`config.mk`:
```
export PLATFORM = sky130hd
export DESIGN_NAME = barcodescanner_nios_nios2_oci_dct_packer
export DESIGN_NICKNAME = d
export VERILOG_FILES = /design/src/rtl/barcodescanner_nios_nios2_oci_dct_packer.sv
export SDC_FILE = /design/constraint.sdc
export NUM_CORES = 1
export LEC_CHECK = 0
export CORE_AREA = 2 2 90 92
export DETAILED_ROUTE_END_ITERATION = 12
export DIE_AREA = 0 0 92 94
export GPL_ROUTABILITY_DRIVEN = 0
export PLACE_DENSITY = 0.79
export SYNTH_ARGS = -nofsm -noshare
export SYNTH_HDL_FRONTEND = slang
export SYNTH_SLANG_ARGS = --single-unit
export TNS_END_PERCENT = 5
```
`constraint.sdc`:
```
create_clock -name clk -period 3.31 [get_ports clk]
set_input_delay 0.662 -clock clk [delete_from_list [all_inputs] [get_ports clk]]
set_output_delay 0.662 -clock clk [all_outputs]
set_load 0.02 [all_outputs]
```
`src/rtl/barcodescanner_nios_nios2_oci_dct_packer.sv`:
```
// barcodescanner_nios_nios2_oci_dct_packer: packs 2-bit trace atoms into frames for the trace FIFO.
module barcodescanner_nios_nios2_oci_dct_packer #(
   parameter int ATOM_W  = 2,
   parameter int DEPTH   = 15,
   parameter int COUNT_W = 4
) (
   input  logic                      clk,
   input  logic                      reset_n,
   input  logic                      atom_valid,
   input  logic [ATOM_W-1:0]         atom_code,
   input  logic                      flush,
   output logic [ATOM_W*DEPTH-1:0]   dct_buffer,
   output logic [COUNT_W-1:0]        dct_count,
   output logic                      frame_valid,
   input  logic                      frame_ready,
   output logic [ATOM_W*DEPTH-1:0]   frame_data,
   output logic [COUNT_W-1:0]        frame_count,
   output logic                      overflow,
   input  logic                      overflow_clr,
   input  logic                      test_ending,
   output logic                      test_has_ended
);
   localparam int BW = ATOM_W * DEPTH;
   localparam logic [COUNT_W-1:0] FULL    = COUNT_W'(DEPTH);
   localparam logic [COUNT_W-1:0] FULL_M1 = COUNT_W'(DEPTH - 1);
   logic [BW-1:0]      pack_q, shifted, pack_a, pack_n, ld_data;
   logic [COUNT_W-1:0] cnt_q, cnt_a, cnt_n, ld_count;
   logic               pending, ending;
   logic               of, atom_in, stalled, start_end, flush_req, load, drop, pend_n, done;
   always_comb begin
      of        = !frame_valid || frame_ready;
      atom_in   = atom_valid && !ending;
      stalled   = cnt_q == FULL;
      start_end = test_ending && !ending;
      flush_req = flush || pending || start_end;
      shifted   = {pack_q[BW-ATOM_W-1:0], atom_code};
      load      = 1'b0;
      drop      = 1'b0;
      ld_data   = pack_q;
      ld_count  = cnt_q;
      pack_a    = pack_q;
      cnt_a     = cnt_q;
      // A full pack drains first; a same-cycle atom then starts the next pack.
      if (stalled) begin
         if (of) begin
            load   = 1'b1;
            pack_a = atom_in ? BW'(atom_code) : '0;
            cnt_a  = atom_in ? COUNT_W'(1) : '0;
         end else
            drop = atom_in;
      end else if (atom_in) begin
         if (cnt_q == FULL_M1 && of) begin
            load     = 1'b1;
            ld_data  = shifted;
            ld_count = FULL;
            pack_a   = '0;
            cnt_a    = '0;
         end else begin
            pack_a = shifted;
            cnt_a  = cnt_q + COUNT_W'(1);
         end
      end
      pack_n = pack_a;
      cnt_n  = cnt_a;
      pend_n = pending;
      // Flush sees the pack after this cycle's atom; it retries while the output is busy.
      if (flush_req) begin
         if (cnt_a == '0)
            pend_n = 1'b0;
         else if (of && !load) begin
            load     = 1'b1;
            ld_data  = pack_a;
            ld_count = cnt_a;
            pack_n   = '0;
            cnt_n    = '0;
            pend_n   = 1'b0;
         end else
            pend_n = 1'b1;
      end
      done = ending && cnt_q == '0 && !pending && !frame_valid;
   end
   always_ff @(posedge clk or negedge reset_n) begin
      if (!reset_n) begin
         pack_q         <= '0;
         cnt_q          <= '0;
         frame_valid    <= 1'b0;
         frame_data     <= '0;
         frame_count    <= '0;
         overflow       <= 1'b0;
         test_has_ended <= 1'b0;
         pending        <= 1'b0;
         ending         <= 1'b0;
      end else begin
         pack_q         <= pack_n;
         cnt_q          <= cnt_n;
         pending        <= pend_n;
         ending         <= ending || test_ending;
         overflow       <= drop || (overflow && !overflow_clr);
         test_has_ended <= test_has_ended || done;
         if (load) begin
            frame_valid <= 1'b1;
            frame_data  <= ld_data;
            frame_count <= ld_count;
         end else if (frame_ready)
            frame_valid <= 1'b0;
      end
   end
   assign dct_buffer = pack_q;
   assign dct_count  = cnt_q;
endmodule

```
# Yosys cells after proc, flatten, opt, wreduce, memory -nomap -nowiden
# Index checks and enable logic that the tools add are counted.
# totals
register_bits,73
romBits,0
ram_bits,0
latchBits,0
n_memories,0
out_inout_bits,71
word_cells,75
input_bits,9
# op_classes
order_cmp,0
bitwise,0
n_shift,0
eq_ne,2
addsub,1
mux,41
n_div,0
multipliers,0
reduce_logical,22
# ops
op,count
$mux W30,13
$mux W4,13
$mux W1,14
$eq A4 B4 Y1 const B,2
$logic_and A1 B1 Y1,8
$logic_not A4 Y1,2
$logic_or A1 B1 Y1,6
$logic_not A1 Y1,5
$add A4 B1 Y4 const B,1
$mux W2,1
$reduce_bool A2 Y1,1

# Logic depth before layout (Yosys ltp)
# Gate-level depths: netlist (run 1).
# logic_depth
word_depth,12
mapped_depth,11
depth_no_buf,8

# Worst setup path after synthesis (run 1)
# No wires, ideal clock.
# synth_timing
kind,register -> register
from,"register cnt_q[1], in the netlist dct_count[1]"
to,register frame_data[10]
t_required_ns,3.185
synth_period_minus_slack_ns,2.790
path_buffers,3
setup_ns,0.125
path_stages_with_launch,11
path_slack_ns,0.520
arrival_time_ns,2.665
cell_sequence,dfrtp_1 -> ha_1 -> and3_1 -> buf_6 -> mux2i_1 -> a22oi_2 -> and4_4 -> o31a_1 -> buf_6 -> buf_6 -> mux2_4
# synth_between
elab_chain_cells,10
elab_cells_between_ends,26
classes_between,add/sub (1); eq/ne (2); mux (19); reduce/logical (4)
# synth_rtl
element,line,text
from (decl),27,"logic [COUNT_W-1:0] cnt_q, cnt_a, cnt_n, ld_count;"
from (signal assigned),95,cnt_q <= cnt_n;
branches (longest 10 deep; another with $add A4 B1 Y4),n/a,
to (signal assigned),102,frame_data <= ld_data;
to (decl),16,"output logic [ATOM_W*DEPTH-1:0] frame_data,"
# Parallel ways; which one is timed is not known.
# A chain may end at the register's enable or synchronous reset.

# Worst setup path in the final report (run 1)
# layout_timing
from,input port atom_valid
to,register frame_data[0]
# layout_between
elab_chain_cells,8
elab_cells_between_ends,22
classes_between,mux (18); reduce/logical (4)
# layout_rtl
element,line,text
from (decl),9,"input logic atom_valid,"
$logic_and A1 B1 Y1 *,32,atom_in = atom_valid && !ending;
$mux W1,51,end else if (atom_in) begin
$mux W1,44,if (stalled) begin
$logic_not A1 Y1,70,else if (of && !load) begin
$logic_and A1 B1 Y1,70,
$mux W30 or $mux W1 (tied branches),70,
$mux W30 or $mux W1 (tied branches),68,if (cnt_a == '0)
$mux W30 or $mux W1 (tied branches),67,if (flush_req) begin
# Every way passes the cells marked *; elsewhere a longest branch is shown, timed or not.

==> results of run 1 <==
[sequential cells by signal (all words and copies together), names as in the netlist]
| register | flops |
|---|---|
| dct_buffer | 30 |
| frame_data | 30 |
| dct_count | 4 |
| frame_count | 4 |
| ending | 1 |
| frame_valid | 1 |
| overflow | 1 |
| pending | 1 |
| test_has_ended | 1 |
[critical path, delay by kind of cell]
family          cells  cell delay (ns)
simple gates        1             0.37
buf+inv             3             0.95
mux                 2             0.38
compound gates      3             0.74
[where the power goes]
part           switching (W)  leakage, nW  internal [W]  total, W
Combinational      0.0000579         1.05     0.0000518  0.000110
Sequential         0.0000127         1.01      0.000906  0.000919
Clock               0.000337        0.122      0.000517  0.000854
Total               0.000407         2.18       0.00148   0.00188
[placed cells by master (no fill, tap or decap), types with 6 or more instances in the layout]
| master | instances |
|---|---|
| clkdlybuf4s50_1 | 78 |
| dfrtp_1 | 73 |
| mux2i_1 | 61 |
| nor2_1 | 39 |
| a22oi_1 | 29 |
| mux2_4 | 29 |
| buf_4 | 15 |
| clkbuf_8 | 10 |
| inv_1 | 9 |
| nand3_1 | 6 |
[final cells by class]
cell class	instances	area, µm²
fill	577	2496
clock buffer	10	137.6
sequential	73	1827
timing repair buffer	97	958.4
multi-input combinational	219	1923
clock inverter	5	103.9
tap	102	127.6
inverter	9	33.78
[cell families after synthesis]
| family | synth area share (%) |
|---|---|
| flip-flops | 46.98 |
| multiplexers | 28.31 |
| adder cells (fa/ha/maj) | 0.9654 |
| AO/OA/AOI/OAI | 11.13 |
| buffers and inverters | 4.633 |
| AND/OR/NAND/NOR | 7.980 |
[layer usage]
layer  GRT usage, %  part of all wire [%]
met5              0                     0
met4          7.960                   1.4
met3          4.815                   4.3
met2          35.85                    50
met1          29.26                    45
[metrics by stage]
stage                     utilization (%)  hold slack (ns)  instances  setup WS (ns)   power, W
after CTS                           67.19           0.3737        515         0.4250   0.001902
final                               67.19           0.3642        515         0.4045   0.001883
after floorplan                         -           0.3664        324         0.5195  0.0009796
after global placement              64.01           0.4699        500         0.1655   0.001045
after detailed placement            64.01           0.4530        500        0.08659   0.001047
after global routing                67.19           0.4175        515         0.2743   0.001956
[how the worst max path moves through the flow]
stage	slack [ns]	end	from	cells past startpoint
6_report	0.40	frame_data[0]$_DFFE_PN0P_	atom_valid	9
5_1_grt	0.27	frame_data[0]$_DFFE_PN0P_	dct_count[0]$_DFF_PN0_	9
4_1_cts	0.43	frame_data[0]$_DFFE_PN0P_	dct_count[1]$_DFF_PN0_	9
3_5_place_dp	0.09	frame_data[0]$_DFFE_PN0P_	atom_valid	9
3_3_place_gp	0.17	frame_data[2]$_DFFE_PN0P_	atom_valid	9
2_1_floorplan	0.52	frame_data[10]$_DFFE_PN0P_	dct_count[1]$_DFF_PN0_	10
==> results.json, run 1 <==
{
  "run_status": "completed",
  "worst_r2r_path_depth": 9,
  "layout_net_count": 421,
  "number_of_synthesized_flops_with_an_enable_pin": 0,
  "first_iter_violations": 198,
  "drive_above_1_share_pct": 19.13,
  "power_leakage_nw": 2.182,
  "synthDominantCellAreaShare_pct": 46.98,
  "cts_tree": "yes",
  "yosys-top-cells-count": "dfrtp_1, mux2i_1, nor2_1, a22oi_1, mux2_4",
  "cts.root.buffer_cell": "clkbuf_8",
  "pwr_density_cell_nw_per_um2": 368.3,
  "criticalPathCategory": "input port to flip-flop",
  "post_cts_resized": 0,
  "worst_skew_pair.late_latency_ns": 0.35,
  "final_hold_fails": 0,
  "cts_num_sinks": 73,
  "vias_per_cell": 5.800,
  "synth.lib_cells_used.distinct": 44,
  "wire_length_of_the_first_global_routing_pass_mm": 14.97,
  "critical_path.endpoint_type": "flip-flop",
  "cp_max_stage_cell": "clkdlybuf4s50_1",
  "path_clk_slew_ns": 0.08,
  "timing.rr.end": "frame_data[0]$_DFFE_PN0P_",
  "port_buffers": 79,
  "synthesis.area_per_instance_um2": 12.00,
  "number_of_setup_violations_in_the_final_report": 0,
  "detailed_placement_wirelength_estimate_mm": 6.124,
  "numCtsBuffers": 9,
  "boundaryPins": 80,
  "grt_antenna_before_repair": 0,
  "postRouteAntennaNets": 0,
  "timing.rr.start": "dct_count[1]$_DFF_PN0_",
  "synth_most_common_cell": "dfrtp_1",
  "critPathArrivalTime_ns": 3.14,
  "die_y_um": 94,
  "actual_transition_at_the_worst_max_transition_pin_ns": 0.7419,
  "grt.total_usage_pct": 22.05,
  "synthesis.instances": 324,
  "skew_ns": 0.01102,
  "synth_area_leader_cell": "dfrtp_1",
  "globalRouteOverflowTotal": 0,
  "vias": 2987,
  "synthesis.area_um2": 3889,
  "worst_setup_path_start_kind": "input port",
  "final_cell_area_um2": 5111,
  "cts_max_level": 3,
  "syn_to_final_growth_pct": 31.43,
  "max_clock_freq_mhz": 344.2,
  "critical_path.max_fanout": 37,
  "cp_cell_sequence": "clkdlybuf4s50_1 -> or3b_1 -> a311oi_1 -> a221oi_2 -> buf_4 -> a41oi_4 -> buf_12 -> mux2i_1 -> mux2_2",
  "cap_violations": 0,
  "synth.yosys.seq_area_share_pct": 46.98,
  "start_util_pct": 51.12,
  "postSynthRegisterBits": 73,
  "period_share_pct": 87.78,
  "drcViolationCount": 0,
  "rsz_0062_raised_after_global_routing": "false",
  "grt_start_max_net_pins": 38,
  "max-slew-margin-rel_pct": 50.54,
  "leading_post_synthesis_cells_by_cell_area": "dfrtp_1, mux2i_1, mux2_4",
  "die_area_um2": 8648,
  "fin_crit_ns": 2.905,
  "setup_total_negative_slack_ns": 0,
  "vdd_drop_max_mv": 0.2089,
  "floorplan.die.width_um": 92,
  "worst_path_max_stage_delay_ns": 0.51,
  "core_area_um2": 7607,
  "dpl_cell_area_um2": 4870,
  "ys.flop_type": "dfrtp_1",
  "yosysWarningCount": 0,
  "via_count_of_the_first_global_routing_pass": 2937,
  "worst-r2r-setup-slack_ns": 0.41,
  "antenna_diode_count": 0,
  "hold_buffers": 0,
  "drt-pass1-iter-count": 4,
  "post_cts.repair.setup_buffers": 0,
  "finalWirelength_mm": 9.002,
  "drt-wirelength-per-cell_um": 17.48,
  "slew_violations": 0,
  "clock_path_buffers": 2,
  "hold_class": "input port to async pin",
  "postSynthNetCount": 336,
  "row_count": 32,
  "share_of_async_settable_or_async_resettable_flops_after_synthesis_pct": 100.0,
  "timing.critical_path.required_ns": 3.54
}
No activity file was read; power rests on OpenSTA's default activity.
==> run 2, diff against run 1 <==
--- a/config.mk
+++ b/config.mk
@@ -6,6 +6,7 @@
 export NUM_CORES = 1
 export LEC_CHECK = 0
 export CORE_AREA = 2 2 90 92
+export CTS_CLUSTER_DIAMETER = 200
 export DETAILED_ROUTE_END_ITERATION = 12
 export DIE_AREA = 0 0 92 94
 export GPL_ROUTABILITY_DRIVEN = 0
==> results of run 2 <==
No change in the layout: final DEF, timing and power equal those of run 1.
==> run 3, diff against run 2 <==
--- a/config.mk
+++ b/config.mk
@@ -10,7 +10,8 @@
 export DETAILED_ROUTE_END_ITERATION = 12
 export DIE_AREA = 0 0 92 94
 export GPL_ROUTABILITY_DRIVEN = 0
-export PLACE_DENSITY = 0.79
+export PLACE_DENSITY = 0.85
+export REMOVE_ABC_BUFFERS = 1
 export SYNTH_ARGS = -nofsm -noshare
 export SYNTH_HDL_FRONTEND = slang
 export SYNTH_SLANG_ARGS = --single-unit
==> run 3 against run 2 <==
  * Clock power down 12%
  * Die area unchanged
  * Sequential share of layout area up 0.27 points
  * Sequential power is essentially flat
  * Utilization shrank 0.51 points
  * Routed wire length is 1.7% higher
  * Via count rose by 0.60%
  * Critical path type is now flip-flop to flip-flop
  * Critical endpoint is now frame_data[23]$_DFFE_PN0P_
  * Largest power group unchanged
==> results.json, run 3 (synthesis results as in run 1) <==
{
  "post_cts_resized": 0,
  "detailed_placement_wirelength_estimate_mm": 6.070,
  "boundaryPins": 80,
  "worst-r2r-setup-slack_ns": 0.24,
  "seq_power_share_pct": 51.8,
  "start_util_pct": 51.12,
  "timing.critical_path.required_ns": 3.54,
  "finalWirelength_mm": 9.152,
  "criticalPathCategory": "flip-flop to flip-flop",
  "timing.rr.end": "frame_data[23]$_DFFE_PN0P_",
  "worst_r2r_path_depth": 9,
  "final_hold_fails": 0,
  "period_share_pct": 92.79,
  "dpl_cell_area_um2": 4857,
  "cp_max_stage_cell": "dfrtp_1",
  "drt-pass1-iter-count": 6,
  "core_area_um2": 7607,
  "max-slew-margin-rel_pct": 38.54,
  "crit_buf_inv": 2,
  "globalRouteOverflowTotal": 0,
  "post_cts.repair.setup_buffers": 0,
  "run_status": "completed",
  "cts_max_level": 3,
  "actual_transition_at_the_worst_max_transition_pin_ns": 0.9219,
  "syn_to_final_growth_pct": 30.44,
  "worst_setup_path_start_kind": "flip-flop",
  "final_cell_area_um2": 5072,
  "drive_above_1_share_pct": 18.93,
  "cts.root.buffer_cell": "clkbuf_8",
  "grt_antenna_before_repair": 0,
  "max_clock_freq_mhz": 325.6,
  "floorplan.die.width_um": 92,
  "setup_total_negative_slack_ns": 0,
  "timing.rr.start": "dct_count[0]$_DFF_PN0_",
  "drt-wirelength-per-cell_um": 17.81,
  "vdd_drop_max_mv": 0.1799,
  "slew_violations": 0,
  "cap_violations": 0,
  "cts_num_sinks": 73,
  "antenna_diode_count": 0,
  "pre_cts_slack_ns": 0.1456,
  "skew_ns": 0.008695,
  "critPathArrivalTime_ns": 3.30,
  "vias_per_cell": 5.846,
  "hold_class": "input port to async pin",
  "crit_family": "multiplexers",
  "postRouteAntennaNets": 0,
  "sw_power_w": 0.0004108,
  "p_clk_share_pct": 42.1,
  "clock_path_buffers": 2,
  "rsz_0062_raised_after_global_routing": "false",
  "setup_ws_ns": 0.2386,
  "die_y_um": 94,
  "first_iter_violations": 181,
  "power_leakage_nw": 2.155,
  "vias": 3005,
  "critical_path.endpoint_type": "flip-flop",
  "fin_crit_ns": 3.071,
  "wire_length_of_the_first_global_routing_pass_mm": 15.06,
  "critical_path.max_fanout": 35,
  "hold_buffers": 0,
  "internal-power_w": 0.001365,
  "worst_skew_pair.late_latency_ns": 0.35,
  "port_buffers": 79,
  "row_count": 32,
  "most-common-layout-cells": "clkdlybuf4s50_1, dfrtp_1, mux2i_1",
  "die_area_um2": 8648,
  "cp_cell_sequence": "ha_1 -> and3_1 -> mux2i_4 -> a221oi_2 -> buf_4 -> a41oi_4 -> buf_12 -> mux2i_1 -> mux2_4",
  "path_clk_slew_ns": 0.08,
  "via_count_of_the_first_global_routing_pass": 3023,
  "grt_start_max_net_pins": 74,
  "numCtsBuffers": 9,
  "layout_net_count": 419,
  "cts_tree": "yes",
  "number_of_setup_violations_in_the_final_report": 0,
  "drcViolationCount": 0,
  "worst_path_max_stage_delay_ns": 0.50,
  "grt.total_usage_pct": 21.95,
  "totalPowerFinal_w": 0.001776,
  "layout_commonest_cell": "clkdlybuf4s50_1",
  "power_share_of_the_combinational_group_pct": 6.0,
  "switching_share_pct": 23.13,
  "pwr_density_cell_nw_per_um2": 350.2
}
==> run 3: changes by cell type in the layout (fill, tap and decap cells not counted) <==
cell and change:
clkinvlp_4 +2, bufinv_16 -2, buf_2 -1, buf_4 -1, clkinv_4 -1, clkbuf_8 +2
==> run 3: worst reg2reg max path: stages, from the launching register on <==
cell,delay [ns]
dfrtp_1,0.50
ha_1,0.36
and3_1,0.48
mux2i_4,0.39
a221oi_2,0.11
buf_4,0.17
a41oi_4,0.29
buf_12,0.26
mux2i_1,0.12
mux2_4,0.28
==> run 3: power by group through the flow <==
stage | Sequential, W | Combinational [W] | Clock (W)
3_5_place_dp | 0.000938 | 0.000108 | 0
6_report | 0.000921 | 0.000107 | 0.000748
3_3_place_gp | 0.000937 | 0.000106 | 0
5_1_grt | 0.000923 | 0.000116 | 0.000807
4_1_cts | 0.000921 | 0.000109 | 0.000768
2_1_floorplan | 0.000953 | 0.0000259 | 0
==> run 3: cell type report <==
type | count | area (µm²)
multi-input combinational | 219 | 1923
fill | 597 | 2535
tap | 102 | 127.6
clock inverter | 4 | 50.05
inverter | 9 | 33.78
sequential | 73 | 1827
clock buffer | 12 | 165.2
timing repair buffer | 95 | 945.9
==> run 3: metrics by stage <==
stage | cells | hold slack [ns] | utilization, %
floorplan | 301 | 0.3664 | -
global placement | 498 | 0.4565 | 63.85
detailed placement | 498 | 0.4581 | 63.85
CTS | 514 | 0.4768 | 66.68
global route | 514 | 0.5035 | 66.68
finish | 514 | 0.4494 | 66.68
==> run 3: worst max path at each step <==
stage / startpoint / to / slack (ns) / cells past startpoint
2_1_floorplan: dct_count[1]$_DFF_PN0_ / frame_data[10]$_DFFE_PN0P_ / -3.93 / 7
3_3_place_gp: atom_valid / frame_data[3]$_DFFE_PN0P_ / 0.19 / 9
3_5_place_dp: atom_valid / frame_data[23]$_DFFE_PN0P_ / 0.15 / 9
4_1_cts: dct_count[0]$_DFF_PN0_ / frame_data[23]$_DFFE_PN0P_ / 0.25 / 9
5_1_grt: dct_count[0]$_DFF_PN0_ / frame_data[23]$_DFFE_PN0P_ / 0.06 / 9
6_report: dct_count[0]$_DFF_PN0_ / frame_data[23]$_DFFE_PN0P_ / 0.24 / 9
==> run 3: per-layer routing <==
metal / track usage (%) / up-vias / wire length [µm]
met4: 8.955 / 0 / 161
li1: - / 1354 / -
met5: 0 / - / 0
met2: 35.60 / 117 / 4500
met3: 4.494 / 16 / 513
met1: 28.93 / 1518 / 3976
